`src/rtl/data_receiver_pkg.sv`:
```
// Shared types and helpers for the UART word receiver: bit-FSM states, ASCII constants and
// the hex-digit decoder.
package data_receiver_pkg;

    typedef enum logic [2:0] {
        StIdle,
        StStart,
        StData,
        StStop,
        StBreak
    } rx_state_e;

    localparam logic [7:0] AsciiZero   = 8'h30;
    localparam logic [7:0] AsciiNine   = 8'h39;
    localparam logic [7:0] AsciiUpperA = 8'h41;
    localparam logic [7:0] AsciiUpperF = 8'h46;
    localparam logic [7:0] AsciiLowerA = 8'h61;
    localparam logic [7:0] AsciiLowerF = 8'h66;
    localparam logic [7:0] AsciiCr     = 8'h0D;
    localparam logic [7:0] AsciiLf     = 8'h0A;
    localparam logic [7:0] AsciiSpace  = 8'h20;

    typedef struct packed {
        logic       valid;
        logic [3:0] nibble;
    } nibble_t;

    function automatic nibble_t ascii_to_nibble(input logic [7:0] c);
        nibble_t r;
        r.valid  = 1'b1;
        r.nibble = 4'h0;
        if (c >= AsciiZero && c <= AsciiNine) begin
            r.nibble = 4'(c - AsciiZero);
        end else if (c >= AsciiUpperA && c <= AsciiUpperF) begin
            r.nibble = 4'(c - AsciiUpperA + 8'd10);
        end else if (c >= AsciiLowerA && c <= AsciiLowerF) begin
            r.nibble = 4'(c - AsciiLowerA + 8'd10);
        end else begin
            r.valid = 1'b0;
        end
        return r;
    endfunction

endpackage

```
`src/rtl/data_receiver_uart_rx_byte.sv`:
```
// 8N1 UART byte receiver: 2-FF input synchroniser plus a bit-timing FSM with registered
// byte strobe and frame-error pulse.
module uart_rx_byte
    import data_receiver_pkg::*;
#(
    parameter int unsigned CLKS_PER_BIT = 723
) (
    input  logic       clk,
    input  logic       i_rst,
    input  logic       i_rxd,
    output logic [7:0] o_byte,
    output logic       o_byte_valid,
    output logic       o_frame_err
);

    localparam int unsigned TW = $clog2(CLKS_PER_BIT);
    localparam logic [TW-1:0] TFull = TW'(CLKS_PER_BIT - 1);
    localparam logic [TW-1:0] THalf = TW'(CLKS_PER_BIT / 2 - 1);

    logic [1:0]    sync_q;
    rx_state_e     state_q;
    logic [TW-1:0] timer_q;
    logic [2:0]    bit_q;
    logic [7:0]    shift_q;
    logic          byte_valid_q;
    logic          frame_err_q;
    logic          rxd_s;

    assign rxd_s = sync_q[1];

    always_ff @(posedge clk) begin
        if (i_rst) begin
            sync_q       <= 2'b11;
            state_q      <= StIdle;
            timer_q      <= '0;
            bit_q        <= '0;
            shift_q      <= '0;
            byte_valid_q <= 1'b0;
            frame_err_q  <= 1'b0;
        end else begin
            sync_q       <= {sync_q[0], i_rxd};
            byte_valid_q <= 1'b0;
            frame_err_q  <= 1'b0;
            timer_q      <= timer_q + 1'b1;
            case (state_q)
                StIdle: begin
                    timer_q <= '0;
                    if (!rxd_s) state_q <= StStart;
                end
                StStart: begin
                    // Re-check mid start bit so short low glitches are rejected.
                    if (timer_q == THalf) begin
                        timer_q <= '0;
                        bit_q   <= '0;
                        state_q <= rxd_s ? StIdle : StData;
                    end
                end
                StData: begin
                    if (timer_q == TFull) begin
                        timer_q <= '0;
                        shift_q <= {rxd_s, shift_q[7:1]};
                        bit_q   <= bit_q + 1'b1;
                        if (bit_q == 3'd7) state_q <= StStop;
                    end
                end
                StStop: begin
                    if (timer_q == TFull) begin
                        timer_q <= '0;
                        if (rxd_s) begin
                            byte_valid_q <= 1'b1;
                            state_q      <= StIdle;
                        end else begin
                            frame_err_q <= 1'b1;
                            state_q     <= StBreak;
                        end
                    end
                end
                StBreak: begin
                    timer_q <= '0;
                    if (rxd_s) state_q <= StIdle;
                end
                default: state_q <= StIdle;
            endcase
        end
    end

    assign o_byte       = shift_q;
    assign o_byte_valid = byte_valid_q;
    assign o_frame_err  = frame_err_q;

endmodule

```
`src/rtl/data_receiver.sv`:
```
// UART word receiver: assembles raw bytes or ASCII hex digits from uart_rx_byte into one
// DATA_WIDTH word and pulses o_data_valid when it completes.
module data_receiver
    import data_receiver_pkg::*;
#(
    parameter int unsigned DATA_WIDTH   = 128,
    parameter int unsigned CLKS_PER_BIT = 723
) (
    input  logic                  clk,
    input  logic                  i_rst,
    input  logic                  i_rxd,
    input  logic                  i_hex,
    input  logic                  i_flush,
    output logic [DATA_WIDTH-1:0] o_data,
    output logic                  o_data_valid,
    output logic                  o_frame_err
);

    localparam int unsigned NumBytes  = DATA_WIDTH / 8;
    localparam int unsigned NumDigits = DATA_WIDTH / 4;
    localparam int unsigned CW        = $clog2(NumDigits) + 1;
    localparam logic [CW-1:0] LastByte  = CW'(NumBytes - 1);
    localparam logic [CW-1:0] LastDigit = CW'(NumDigits - 1);

    logic [7:0]            rx_byte;
    logic                  rx_valid;
    logic                  rx_frame_err;
    logic                  hex_q;
    logic [DATA_WIDTH-1:0] shift_q, shift_d;
    logic [CW-1:0]         cnt_q, cnt_d;
    logic [DATA_WIDTH-1:0] data_q, data_d;
    logic                  valid_q, valid_d;
    logic                  accept;
    logic                  last;
    nibble_t               nib;

    uart_rx_byte #(
        .CLKS_PER_BIT(CLKS_PER_BIT)
    ) u_rx (
        .clk         (clk),
        .i_rst       (i_rst),
        .i_rxd       (i_rxd),
        .o_byte      (rx_byte),
        .o_byte_valid(rx_valid),
        .o_frame_err (rx_frame_err)
    );

    always_comb begin
        nib     = ascii_to_nibble(rx_byte);
        shift_d = shift_q;
        cnt_d   = cnt_q;
        data_d  = data_q;
        valid_d = 1'b0;
        accept  = 1'b0;
        last    = 1'b0;
        // Flush and mode change both override a same-cycle byte strobe.
        if (i_flush || (i_hex != hex_q)) begin
            shift_d = '0;
            cnt_d   = '0;
        end else if (rx_valid) begin
            if (!hex_q) begin
                accept = 1'b1;
                last   = (cnt_q == LastByte);
                shift_d[8*int'(cnt_q) +: 8] = rx_byte;
            end else begin
                accept = nib.valid;
                last   = (cnt_q == LastDigit);
                if (nib.valid) shift_d = {shift_q[DATA_WIDTH-5:0], nib.nibble};
            end
            if (accept) begin
                if (last) begin
                    data_d  = shift_d;
                    valid_d = 1'b1;
                    shift_d = '0;
                    cnt_d   = '0;
                end else begin
                    cnt_d = cnt_q + 1'b1;
                end
            end
        end
    end

    always_ff @(posedge clk) begin
        if (i_rst) begin
            hex_q   <= 1'b0;
            shift_q <= '0;
            cnt_q   <= '0;
            data_q  <= '0;
            valid_q <= 1'b0;
        end else begin
            hex_q   <= i_hex;
            shift_q <= shift_d;
            cnt_q   <= cnt_d;
            data_q  <= data_d;
            valid_q <= valid_d;
        end
    end

    assign o_data       = data_q;
    assign o_data_valid = valid_q;
    assign o_frame_err  = rx_frame_err;

endmodule

```
`config.mk`:
```
export PLATFORM = sky130hd
export DESIGN_NAME = data_receiver
export DESIGN_NICKNAME = d
export VERILOG_FILES = /design/src/rtl/data_receiver_pkg.sv /design/src/rtl/data_receiver_uart_rx_byte.sv /design/src/rtl/data_receiver.sv
export SDC_FILE = /design/constraint.sdc
export NUM_CORES = 1
export LEC_CHECK = 0
export BUFFER_PORTS_ARGS = -buffer_cell sky130_fd_sc_hd__buf_2
export CORE_MARGIN = 5
export CORE_UTILIZATION = 55
export DETAILED_ROUTE_END_ITERATION = 8
export GPL_TIMING_DRIVEN = 0
export PLACE_DENSITY_LB_ADDON = 0.2
export SYNTH_ARGS = -nofsm -noshare
export SYNTH_HDL_FRONTEND = slang
export SYNTH_SLANG_ARGS = --single-unit
```
`constraint.sdc`:
```
create_clock -name clk -period 8.3 [get_ports clk]
set_input_delay 0.83 -clock clk [delete_from_list [all_inputs] [get_ports clk]]
set_output_delay 0.83 -clock clk [all_outputs]
set_load 0.05 [all_outputs]
```
Word level (Yosys, flattened, before mapping)
Index checks and enable logic that the tools add are counted.
{"block": "word_totals", "input_bits": 5, "wordCells": 102, "reg_bits": 292, "out_inout_bits": 130}
{"block": "classes", "n_reduce_logical": 16, "mux": 36, "shift": 2, "add_sub_neg": 9, "n_lt_le_gt_ge": 6, "n_eq_ne": 16, "n_bitwise": 5}
{"op": "$mux W128", "n": 4}
{"op": "$bwmux W128", "n": 1}
{"op": "$shift A8 B33 Y128 const A", "n": 1}
{"op": "$shiftx A8 B33 Y128", "n": 1}
{"op": "$neg A9 Y33", "n": 1}
{"op": "$pmux W10 S3", "n": 1}
{"op": "$mux W3", "n": 9}
{"op": "$mux W10", "n": 2}
{"op": "$ge A8 B7 Y1 const B", "n": 2}
{"op": "$le A8 B7 Y1 const B", "n": 2}
{"op": "$pmux W3 S5", "n": 1}
{"op": "$mux W1", "n": 12}
{"op": "$mux W4", "n": 3}
{"op": "$sub A4 B1 Y4 const B", "n": 3}
{"op": "$add A10 B1 Y10 const B", "n": 1}
{"op": "$eq A10 B10 Y1 const B", "n": 1}
{"op": "$eq A10 B9 Y1 const B", "n": 1}
{"op": "$ne A2 B1 Y1 const B", "n": 5}
{"op": "$add A4 B4 Y4 const B", "n": 2}
{"op": "$ge A8 B6 Y1 const B", "n": 1}
{"op": "$le A8 B6 Y1 const B", "n": 1}
{"op": "$add A6 B1 Y6 const B", "n": 1}
{"op": "$eq A3 B2 Y1 const B", "n": 2}
{"op": "$eq A3 B3 Y1 const B", "n": 2}
{"op": "21 further kinds", "n": 30}

Logic depth before layout (Yosys ltp)
Gate-level depths: netlist of the first run.
{"block": "logic_depth", "ltp_word": 10, "ltp_mapped": 13}

Modules after synthesis
A second synthesis of the first run with hierarchy kept.
{"block": "hier_totals", "hier_cells": 1755, "area_unflattened_um2": 15273.4}
{"mod": "data_receiver", "seq_area_each_um2": 5285.1, "instances": 1, "cells_per_inst": 1620, "area_each_um2": 13920.9}
{"mod": "uart_rx_byte", "seq_area_each_um2": 560.5, "instances": 1, "cells_per_inst": 135, "area_each_um2": 1352.5}

Worst setup path before layout of the first run
OpenSTA, ideal clock, no wires.
{"block": "synth_timing", "kind": "register to register", "from": "register cnt_q[3]", "to": "register shift_q[10]", "synth_period_minus_slack_ns": 2.962, "setup_time_ns": 0.127, "path_buffers": 2, "stages_incl_launch_ff": 11, "t_arrival_ns": 2.835, "path_slack_ns": 5.338, "path_cell_list": "dfxtp_1 buf_6 clkbuf_1 nor4_1 nand2b_1 ha_1 nand3b_1 a21o_1 nor4_2 o21ai_1 o2bb2ai_1"}
{"block": "synth_between", "elab_chain_len": 6}
{"item": "start: declaration", "line": "data_receiver.sv:30", "source": "logic [CW-1:0] cnt_q, cnt_d;"}
{"item": "start signal: assignment", "line": "data_receiver.sv:93", "source": "cnt_q <= cnt_d;"}
{"item": "$neg A9 Y33 (tied with other cells)", "line": "data_receiver.sv:64", "source": "shift_d[8*int'(cnt_q) +: 8] = rx_byte;"}
{"item": "$shiftx A8 B33 Y128 (tied with other cells)", "line": "data_receiver.sv:64"}
{"item": "$bwmux W128 / $mux W1 (equally long branches)", "line": "data_receiver.sv:64, data_receiver.sv:60"}
{"item": "$mux W128 / $mux W1 (equally long branches)", "line": "data_receiver.sv:61, data_receiver.sv:57"}
{"item": "$mux W128", "line": "data_receiver.sv:71", "source": "if (last) begin"}
{"item": "$mux W128 (*)", "line": "data_receiver.sv:70", "source": "if (accept) begin"}
{"item": "end signal: assignment", "line": "data_receiver.sv:92", "source": "shift_q <= shift_d;"}
{"item": "end: declaration", "line": "data_receiver.sv:29", "source": "logic [DATA_WIDTH-1:0] shift_q, shift_d;"}
Every way passes the cells marked *; elsewhere a longest branch is shown, timed or not. The select of a mux whose other input is x is not followed.
A chain may end at the register's enable or synchronous reset.

Worst setup path after layout of the first run
{"block": "layout_timing", "from": "register u_rx.shift_q[0], in the netlist u_rx.o_byte[0]", "to": "register data_q[62], in the netlist o_data[62]"}
{"block": "layout_between", "elab_chain_len": 9}
{"item": "start: declaration", "line": "data_receiver_uart_rx_byte.sv:24", "source": "logic [7:0] shift_q;"}
{"item": "start signal: assignment", "line": "data_receiver_uart_rx_byte.sv:61", "source": "shift_q <= {rxd_s, shift_q[7:1]};"}
{"item": "$ge A8 B7 Y1 / $le A8 B7 Y1 (equally long branches)", "line": "data_receiver_pkg.sv:36", "source": "end else if (c >= AsciiLowerA && c <= AsciiLowerF) begin"}
{"item": "$logic_and A1 B1 Y1", "line": "data_receiver_pkg.sv:36"}
{"item": "$mux W1", "line": "data_receiver_pkg.sv:36"}
{"item": "$mux W1", "line": "data_receiver_pkg.sv:34", "source": "end else if (c >= AsciiUpperA && c <= AsciiUpperF) begin"}
{"item": "$mux W1", "line": "data_receiver_pkg.sv:32", "source": "if (c >= AsciiZero && c <= AsciiNine) begin"}
{"item": "$mux W1", "line": "data_receiver.sv:61", "source": "if (!hex_q) begin"}
{"item": "$mux W1", "line": "data_receiver.sv:60", "source": "end else if (rx_valid) begin"}
{"item": "$mux W1", "line": "data_receiver.sv:57", "source": "if (i_flush || (i_hex != hex_q)) begin"}
{"item": "$reduce_and A4 Y1 (no line)"}
{"item": "end signal: assignment", "line": "data_receiver.sv:94", "source": "data_q <= data_d;"}
{"item": "end: declaration", "line": "data_receiver.sv:31", "source": "logic [DATA_WIDTH-1:0] data_q, data_d;"}
Several ways; a longest one is shown, not always the timed one. The select of a mux whose other input is x is not followed.

==> impl_metrics.csv, run 1 <==
group,metric,value,unit
placed_design,hpwl,30.8,mm
sta,rsz0062_at_grt,"no",
drt,dr.pass1.iters,6,
sta,maxSlewViolCount,0,
critical_path,critPathKind,"reg -> reg",
drt,vias,12000,
yosys,seq_area_frac_synth,46.5,%
yosys,synthesis.nets,1392,
sta,slew_headroom,31.9,%
sta,hold_violations,0,
min_path,hold_start,"u_rx.sync_q[0]",
drt,vias_per_cell,6.48,
clocking,insertion_delay,0.59,ns
sta,clock_skew,0.0199,ns
drt,first_iter_violations,1520,
critical_path,worstReg2RegEnd,"o_data[62]",
power_and_ir_drop,ir_drop,0.165,mV
clocking,tritoncts,"yes",
clocking,cts.path.max_buffers,3,
cells_and_area,synthToLayoutAreaGrowth,17.0,%
floorplan,dieArea,26000,sq um
yosys,synth_common_cells,"292 x dfxtp_1, 181 x nand2_1, 163 x o21ai_0",
critical_path,cp-start-kind,"register",
yosys,syn_area,12600,sq um
sta,period_minus_slack,4.05,ns
yosys,yosysWarnings,0,
floorplan,die_h,161,microns
sta,setup_viol,0,
power_and_ir_drop,p_per_area,203,nW/um^2
floorplan,top_level_ports,135,
run,drv_cap,0,
power_and_ir_drop,total_power,2.98,mW
drt,drt-total-wl,42.7,mm
min_path,worstHoldPathCells,1,
global_route,grt_pass1_wl,65.5,mm
yosys,synth.distinct_cells,85,
placed_design,gp_congestion,0.986,
power_and_ir_drop,p_leak,5.73,nW
yosys,yosysTopAreaCellShare,46.5,%
global_route,grt_max_degree,17,
critical_path,r2r_start,"u_rx.o_byte[0]",
yosys,yosysMostFrequentCell,"dfxtp_1",
clocking,clock_sinks,292,
sta,fin_tns_setup,0,ns
clocking,clkTransAtPathRegs,0.06,ns
yosys,syn_avg_cell_area,9.14,sq um
placed_design,port_buffers,133,
yosys,syn_inst,1376,
cells_and_area,fillers,1945,
min_path,hold_path.class,"reg -> reg",
global_route,antenna_found_initial,0,
clocking,cts-resized-gates,0,
cells_and_area,drive_above_1_share,17.2,%
yosys,synthArstFlopShare,0,%
critical_path,reg2reg_depth,10,
clocking,post-cts-setup-buffers,0,
floorplan,fp-row-count,55,
clocking,cts_hold_buf,0,
drt,wire_per_inst,23.1,microns
floorplan,initial_core_util,55.7,%
global_route,grt-ovfl-total,0,
critical_path,worstPathArrival,4.50,ns
sta,fmax,247,MHz
critical_path,cp_data_required_time,8.75,ns
sta,period_share,48.8,%
global_route,grt_pass1_vias,11200,
yosys,synth-edff-count,0,
yosys,ys_ff_latch,292,
outcome,run_status,"finished clean",
min_path,min_to,"u_rx.sync_q[1]",
cells_and_area,num_antenna_cells,0,
yosys,synth.area.top_cells,"dfxtp_1 46%, o21ai_0 6.5%, nand2_1 5.4%, a22o_1 4.1%, o2bb2ai_1 3.1%",
drt,route.detailed.drc,0,
cells_and_area,nets,1558,
floorplan,core,22600,sq um
clocking,cts_root_buf,"clkbuf_16",
critical_path,end_kind,"register",
global_route,track_usage,31.5,%
clocking,numCtsBuffers,31,
cells_and_area,finish.utilization,65.2,%
floorplan,dieWidth,161,microns
sta,worst_pin_slew,1.02,ns
drt,antenna_left,0,
critical_path,r2r_slack,4.25,ns
yosys,yosys.area.top_type,"dfxtp_1",
clocking,htree_levels,1,
yosys,synth-main-ff-cell,"dfxtp_1",
critical_path,crit_path_max_fanout,10,
[critical path: stages, from the launching register on]
cell	delay (ns)
dfxtp_1	0.42
clkbuf_1	0.64
inv_1	0.29
ha_1	0.30
o21ba_2	0.25
o22a_1	0.25
o211ai_2	0.58
buf_4	0.35
clkbuf_1	0.44
nor2_1	0.11
a221o_1	0.29
[through the flow]
step,hold slack (ns),cells,setup WS (ns),area [sq um]
floorplan,0.389,1376,5.34,12600
global placement,0.394,1794,4.42,13600
detailed placement,0.396,1794,4.41,13600
CTS,0.410,1849,4.40,14700
global route,0.437,1849,3.99,14700
finish,0.407,1849,4.25,14700
[report_power, final]
group	switching (mW)	internal (mW)	total [mW]
clock network	0.596	0.916	1.51
logic	0.0490	0.0144	0.0634
registers	0.00162	1.40	1.41
total	0.646	2.33	2.98
[cells in the final DEF, fill, tap and decap left out, drive strengths merged, types with 9 or more instances in the layout]
master | Yosys | layout
dfxtp | 292 | 292
buf | 54 | 187
nand2 | 182 | 182
o21ai | 169 | 169
clkbuf | 59 | 97
nor2 | 70 | 70
a22o | 59 | 59
o2bb2ai | 45 | 45
a32oi | 44 | 44
a22oi | 33 | 33
a21oi | 33 | 33
nand2b | 25 | 25
inv | 24 | 25
o211ai | 20 | 20
a221o | 17 | 17
o22ai | 15 | 15
and2 | 15 | 15
o221ai | 15 | 15
o22a | 14 | 14
nand3 | 13 | 13
mux2i | 11 | 11
ha | 11 | 11
nor3 | 11 | 11
a21o | 10 | 10
and3 | 9 | 9
a2bb2oi | 9 | 9
clkinv | 1 | 9
nor3b | 9 | 9
[sequential cells by signal, indices dropped and copies added, names as in the netlist]
signal / count
u_rx.state_q: 3
hex_q: 1
o_data_valid: 1
shift_q: 128
o_data: 128
cnt_q: 6
u_rx.sync_q: 2
u_rx.o_frame_err: 1
u_rx.o_byte_valid: 1
u_rx.o_byte: 8
u_rx.bit_q: 3
u_rx.timer_q: 10
[kinds of logic after synthesis]
| group | after synthesis | synth area share, % |
|---|---|---|
| adder cells (fa/ha/maj) | 11 | 1.09 |
| multiplexers | 12 | 0.965 |
| flip-flops | 292 | 46.5 |
| buffers and inverters | 138 | 4.81 |
| AND/OR/NAND/NOR | 373 | 14.4 |
| AO/OA/AOI/OAI | 536 | 31.3 |
| XOR/XNOR | 14 | 0.975 |
[area by class of cell]
type                    count  area [sq um]  area share (%)
multi-input cells         946          6120            41.6
flip-flops and latches    292          5850            39.7
clock buffers              38           852            5.79
repair buffers            133           666            4.52
plain buffers             113           510            3.47
well taps                 285           357            2.42
clock inverters            17           263            1.79
inverters                  25          93.8           0.638
[routing by layer]
layer	part of all wire, %	global-route usage [%]	vias to the layer above	wire length, microns
li1	-	-	5472	-
met1	42	44.5	5730	18000
met2	44	48.7	672	18600
met3	10	5.23	112	4320
met4	4.1	12.1	0	1740
met5	0	0	-	0
[how the worst max path moves through the flow]
stage,startpoint,endpoint,depth (start not counted)
after detailed placement,u_rx.o_byte[0],o_data[100],11
after CTS,u_rx.o_byte[0],o_data[62],10
final,u_rx.o_byte[0],o_data[62],10
after global placement,u_rx.o_byte[0],o_data[62],10
after global routing,cnt_q[3],o_data[76],11
after floorplan,cnt_q[3],shift_q[10],10
Power figures use the tool's default switching activity.
==> run 2: changes to the inputs <==
==> constraint.sdc (replaced) <==
create_clock -name clk -period 4.13 [get_ports clk]
set_input_delay 0.413 -clock clk [delete_from_list [all_inputs] [get_ports clk]]
set_output_delay 0.413 -clock clk [all_outputs]
set_load 0.05 [all_outputs]
==> impl_metrics.csv, run 2 (synthesis gave the netlist of run 1 again) <==
group,metric,value,unit
sta,whs,0.0444,ns
drt,met2_length,18.6,mm
cells_and_area,regArea,5850,sq um
sta,setup_viol,0,
global_route,track_usage,31.5,%
floorplan,top_level_ports,135,
global_route,antenna_found_initial,0,
cells_and_area,final_cell_area,14700,sq um
critical_path,cp_data_required_time,4.63,ns
sta,clock_skew,0.0188,ns
placed_design,gp_congestion,0.986,
cells_and_area,finish.utilization,65.2,%
drt,met3WireLength,4.27,mm
placed_design,port_buffers,133,
floorplan,dieArea,26000,sq um
cells_and_area,nets,1558,
placed_design,hpwl,30.8,mm
clocking,tritoncts,"yes",
critical_path,critPathKind,"reg -> reg",
floorplan,core,22600,sq um
power_and_ir_drop,p_leak,5.74,nW
floorplan,die_h,161,microns
cells_and_area,num_antenna_cells,0,
drt,route.detailed.drc,0,
min_path,hold_path.class,"in -> reg",
clocking,htree_levels,1,
sta,fin_tns_setup,0,ns
drt,drt-total-wl,42.7,mm
run,drv_cap,0,
drt,wire_per_inst,23.1,microns
global_route,grt_pass1_vias,11200,
power_and_ir_drop,p_per_area,407,nW/um^2
floorplan,fp-row-count,55,
sta,rsz0062_at_grt,"no",
clocking,post-cts-setup-buffers,0,
drt,first_iter_violations,1552,
critical_path,worstPathArrival,4.42,ns
critical_path,critPathSlowestCell,"a211oi_2",
sta,worst_pin_slew,1.01,ns
floorplan,initial_core_util,55.7,%
global_route,grt-ovfl-total,0,
critical_path,end_kind,"register",
floorplan,dieWidth,161,microns
cells_and_area,drive_above_1_share,17.3,%
drt,wl_met1,18.0,mm
global_route,grt_max_degree,17,
clocking,cts_root_buf,"clkbuf_16",
cells_and_area,synthToLayoutAreaGrowth,17.1,%
drt,dr.pass1.iters,6,
cells_and_area,multi_input_area,6130,sq um
placed_design,dp.cells,1794,
cells_and_area,final_cell_mix,"292 x dfxtp_1, 181 x nand2_1, 168 x buf_2",
cells_and_area,fillers,1944,
cells_and_area,final_cells,1849,
sta,fmax,255,MHz
drt,vias_per_cell,6.50,
clocking,cts.path.max_buffers,3,
drt,highest_layer,"met4",
clocking,numCtsBuffers,31,
sta,slew_headroom,32.5,%
sta,period_minus_slack,3.92,ns
cells_and_area,final_common_cell,"dfxtp_1",
critical_path,slowest_delay,0.63,ns
power_and_ir_drop,ir_drop,0.332,mV
clocking,clock_sinks,292,
drt,antenna_left,0,
outcome,run_status,"finished clean",
sta,hold_violations,0,
critical_path,cp_cell_sequence,"buf_2 > clkbuf_1 > inv_1 > ha_1 > buf_2 > nand2b_1 > a211oi_2 > o211ai_1 > nand2_1 > o21ai_0 > o21ai_0",
sta,period_share,95.0,%
critical_path,crit_path_max_fanout,10,
sta,maxSlewViolCount,0,
clocking,insertion_delay,0.58,ns
drt,vias,12000,
global_route,grt_pass1_wl,65.5,mm
critical_path,cp-start-kind,"register",
placed_design,placed_cell_area,13600,sq um
clocking,clkTransAtPathRegs,0.06,ns
run 2: timing repair:
action | 4_1_cts | 5_1_grt
hold buffers | 0 | 0
setup endpoints to repair | 0 | 48
resized for setup | 0 | 3
run 2: critical path, delay by kind of cell, from the launching register on:
kind,cells,cell delay (ns)
simple gates,2,0.55
buf+inv,4,1.02
fa+ha+maj,1,0.37
flops,1,0.40
compound gates,4,1.49
run 2: layout make-up:
class	instances	area share, %
multi-input cells	946	41.7
flip-flops and latches	292	39.7
clock buffers	38	5.79
repair buffers	133	4.52
plain buffers	113	3.48
well taps	285	2.42
clock inverters	17	1.79
inverters	25	0.638
run 2: worst paths after layout:
path              depth (start not counted)      startpoint  slack, ns              to
hold reg to reg                           1  u_rx.sync_q[0]       0.41  u_rx.sync_q[1]
setup / recovery                         11        cnt_q[0]       0.21     shift_q[76]
setup reg to reg                         11        cnt_q[0]       0.21     shift_q[76]
hold / removal                            2           i_rxd       0.04  u_rx.sync_q[0]
run 2: through the flow:
step / total power, mW / worst slack, ns
global placement: 3.01 / 0.249
floorplan: 2.97 / 1.17
detailed placement: 3.01 / 0.241
finish: 5.98 / 0.208
CTS: 6.00 / 0.231
global route: 6.13 / 0.00367
run 2: where the power goes:
group	internal, mW	leakage (nW)	switching (mW)	total, mW
clock network	1.84	0.547	1.19	3.03
registers	2.82	2.35	0.00325	2.82
logic	0.0289	2.84	0.0985	0.127
run 2: layer usage:
metal,vias to the layer above,global-route usage (%)
met5,-,0
li1,5483,-
met2,673,48.7
met1,5756,44.5
met4,0,12.1
met3,110,5.23
==> run 3: changes to the inputs <==
--- a/config.mk
+++ b/config.mk
@@ -7,7 +7,7 @@
 export LEC_CHECK = 0
 export BUFFER_PORTS_ARGS = -buffer_cell sky130_fd_sc_hd__buf_2
 export CORE_MARGIN = 5
-export CORE_UTILIZATION = 55
+export CORE_UTILIZATION = 59
 export DETAILED_ROUTE_END_ITERATION = 8
 export GPL_TIMING_DRIVEN = 0
 export PLACE_DENSITY_LB_ADDON = 0.2
==> impl_metrics.csv, run 3 (synthesis gave the netlist of run 1 again) <==
group,metric,value,unit
drt,drt-total-wl,42.6,mm
sta,slew_headroom,32.5,%
drt,dr.pass1.iters,6,
critical_path,worstPathArrival,4.40,ns
drt,first_iter_violations,1683,
min_path,hold_path.class,"in -> reg",
placed_design,gp_congestion,0.999,
drt,route.detailed.drc,0,
placed_design,port_buffers,133,
drt,wire_per_inst,23.2,microns
sta,rsz0062_at_grt,"no",
floorplan,core,21000,sq um
global_route,grt_max_degree,15,
critical_path,cp-start-kind,"register",
outcome,run_status,"finished clean",
cells_and_area,multi_input_area,6130,sq um
floorplan,dieWidth,156,microns
global_route,grt_pass1_vias,11400,
cells_and_area,fillers,1682,
cells_and_area,nets,1556,
drt,vias,12300,
sta,worst_pin_slew,1.01,ns
sta,period_share,96.1,%
power_and_ir_drop,ir_drop,0.271,mV
clocking,insertion_delay,0.56,ns
global_route,antenna_found_initial,0,
drt,vias_per_cell,6.69,
placed_design,hpwl,30.5,mm
floorplan,fp-row-count,53,
floorplan,initial_core_util,59.8,%
clocking,numCtsBuffers,29,
clocking,htree_levels,1,
sta,maxSlewViolCount,0,
sta,fmax,252,MHz
clocking,tritoncts,"yes",
sta,hold_violations,0,
sta,clock_skew,0.0174,ns
cells_and_area,final_cell_mix,"292 x dfxtp_1, 181 x nand2_1, 168 x buf_2",
drt,antenna_left,0,
floorplan,dieArea,24300,sq um
cells_and_area,num_antenna_cells,0,
floorplan,die_h,156,microns
run,drv_cap,0,
cells_and_area,final_common_cell,"dfxtp_1",
critical_path,cp_data_required_time,4.56,ns
sta,setup_slack,0.159,ns
power_and_ir_drop,p_per_area,396,nW/um^2
global_route,track_usage,33.6,%
sta,setup_viol,0,
cells_and_area,drive_above_1_share,17.2,%
clocking,cts.path.max_buffers,3,
clocking,clkTransAtPathRegs,0.07,ns
sta,period_minus_slack,3.97,ns
clocking,clock_sinks,292,
critical_path,crit_path_max_fanout,10,
cells_and_area,regArea,5850,sq um
clocking,cts_root_buf,"clkbuf_16",
global_route,grt-ovfl-total,0,
global_route,grt_pass1_wl,65.0,mm
placed_design,place_ws,0.211,ns
power_and_ir_drop,p_leak,5.70,nW
sta,fin_tns_setup,0,ns
critical_path,critPathKind,"reg -> reg",
floorplan,top_level_ports,135,
critical_path,end_kind,"register",
cells_and_area,synthToLayoutAreaGrowth,16.3,%
-- run 3: changes by cell type in the layout (fill, tap and decap cells not counted), sizes merged --
cell      delta
bufinv       -2
clkinv       -2
clkinvlp     +1
-- run 3: cell type report --
cell class                      count  area share, %
Tap cell                          275           2.35
Multi-Input combinational cell    946           41.9
Inverter                           25          0.642
Clock inverter                     14           1.29
Clock buffer                       38           5.74
Buffer                            113           3.51
Timing Repair Buffer              133           4.55
Sequential cell                   292           40.0
-- run 3: metrics by stage --
step	total power, mW	cells	hold slack [ns]	instance area [sq um]	utilization, %
after global placement	3.01	1784	0.393	13600	64.6
after detailed placement	3.01	1784	0.397	13600	64.6
after global routing	5.90	1836	0.0804	14600	69.6
final	5.78	1836	0.0644	14600	69.6
after CTS	5.77	1836	0.0651	14600	69.5
after floorplan	2.97	1376	0.389	12600	-
-- run 3: worst max-delay path: stages (launching register included) --
cell and delay (ns):
dfxtp_1 0.32, buf_6 0.14, clkbuf_1 0.27, nor4_1 0.53, nand2b_1 0.11, ha_1 0.47
nand3b_1 0.25, a21o_1 0.33, nor4_2 0.77, o21ai_1 0.42, o2bb2ai_1 0.24
-- run 3: layer usage --
metal  vias up  share of wire [%]  GRT usage [%]
met5         -                  0              0
met4         0                5.0           14.5
met3       141                 12           7.05
met2       813                 43           51.2
met1      5851                 40           46.2
li1       5470                  -              -
-- run 3: worst paths after layout --
check                       from        endpoint  slack, ns  cells past startpoint
setup / recovery        cnt_q[3]     shift_q[10]       0.16                     10
hold / removal             i_rxd  u_rx.sync_q[0]       0.06                      2
setup reg to reg        cnt_q[3]     shift_q[10]       0.16                     10
hold reg to reg   u_rx.sync_q[0]  u_rx.sync_q[1]       0.41                      1
-- run 3: power by group --
group          internal [mW]  switching [mW]  total [mW]  leakage [nW]
sequential              2.82         0.00299        2.82          2.35
combinational         0.0289          0.0990       0.128          2.84
clock                   1.68            1.15        2.83         0.501
total                   4.53            1.26        5.78          5.70
-- run 3: what timing repair did --
action,4_1_cts,5_1_grt
setup endpoints to repair,0,26
gates resized for setup,0,5
hold buffers,0,0
setup buffers,0,0
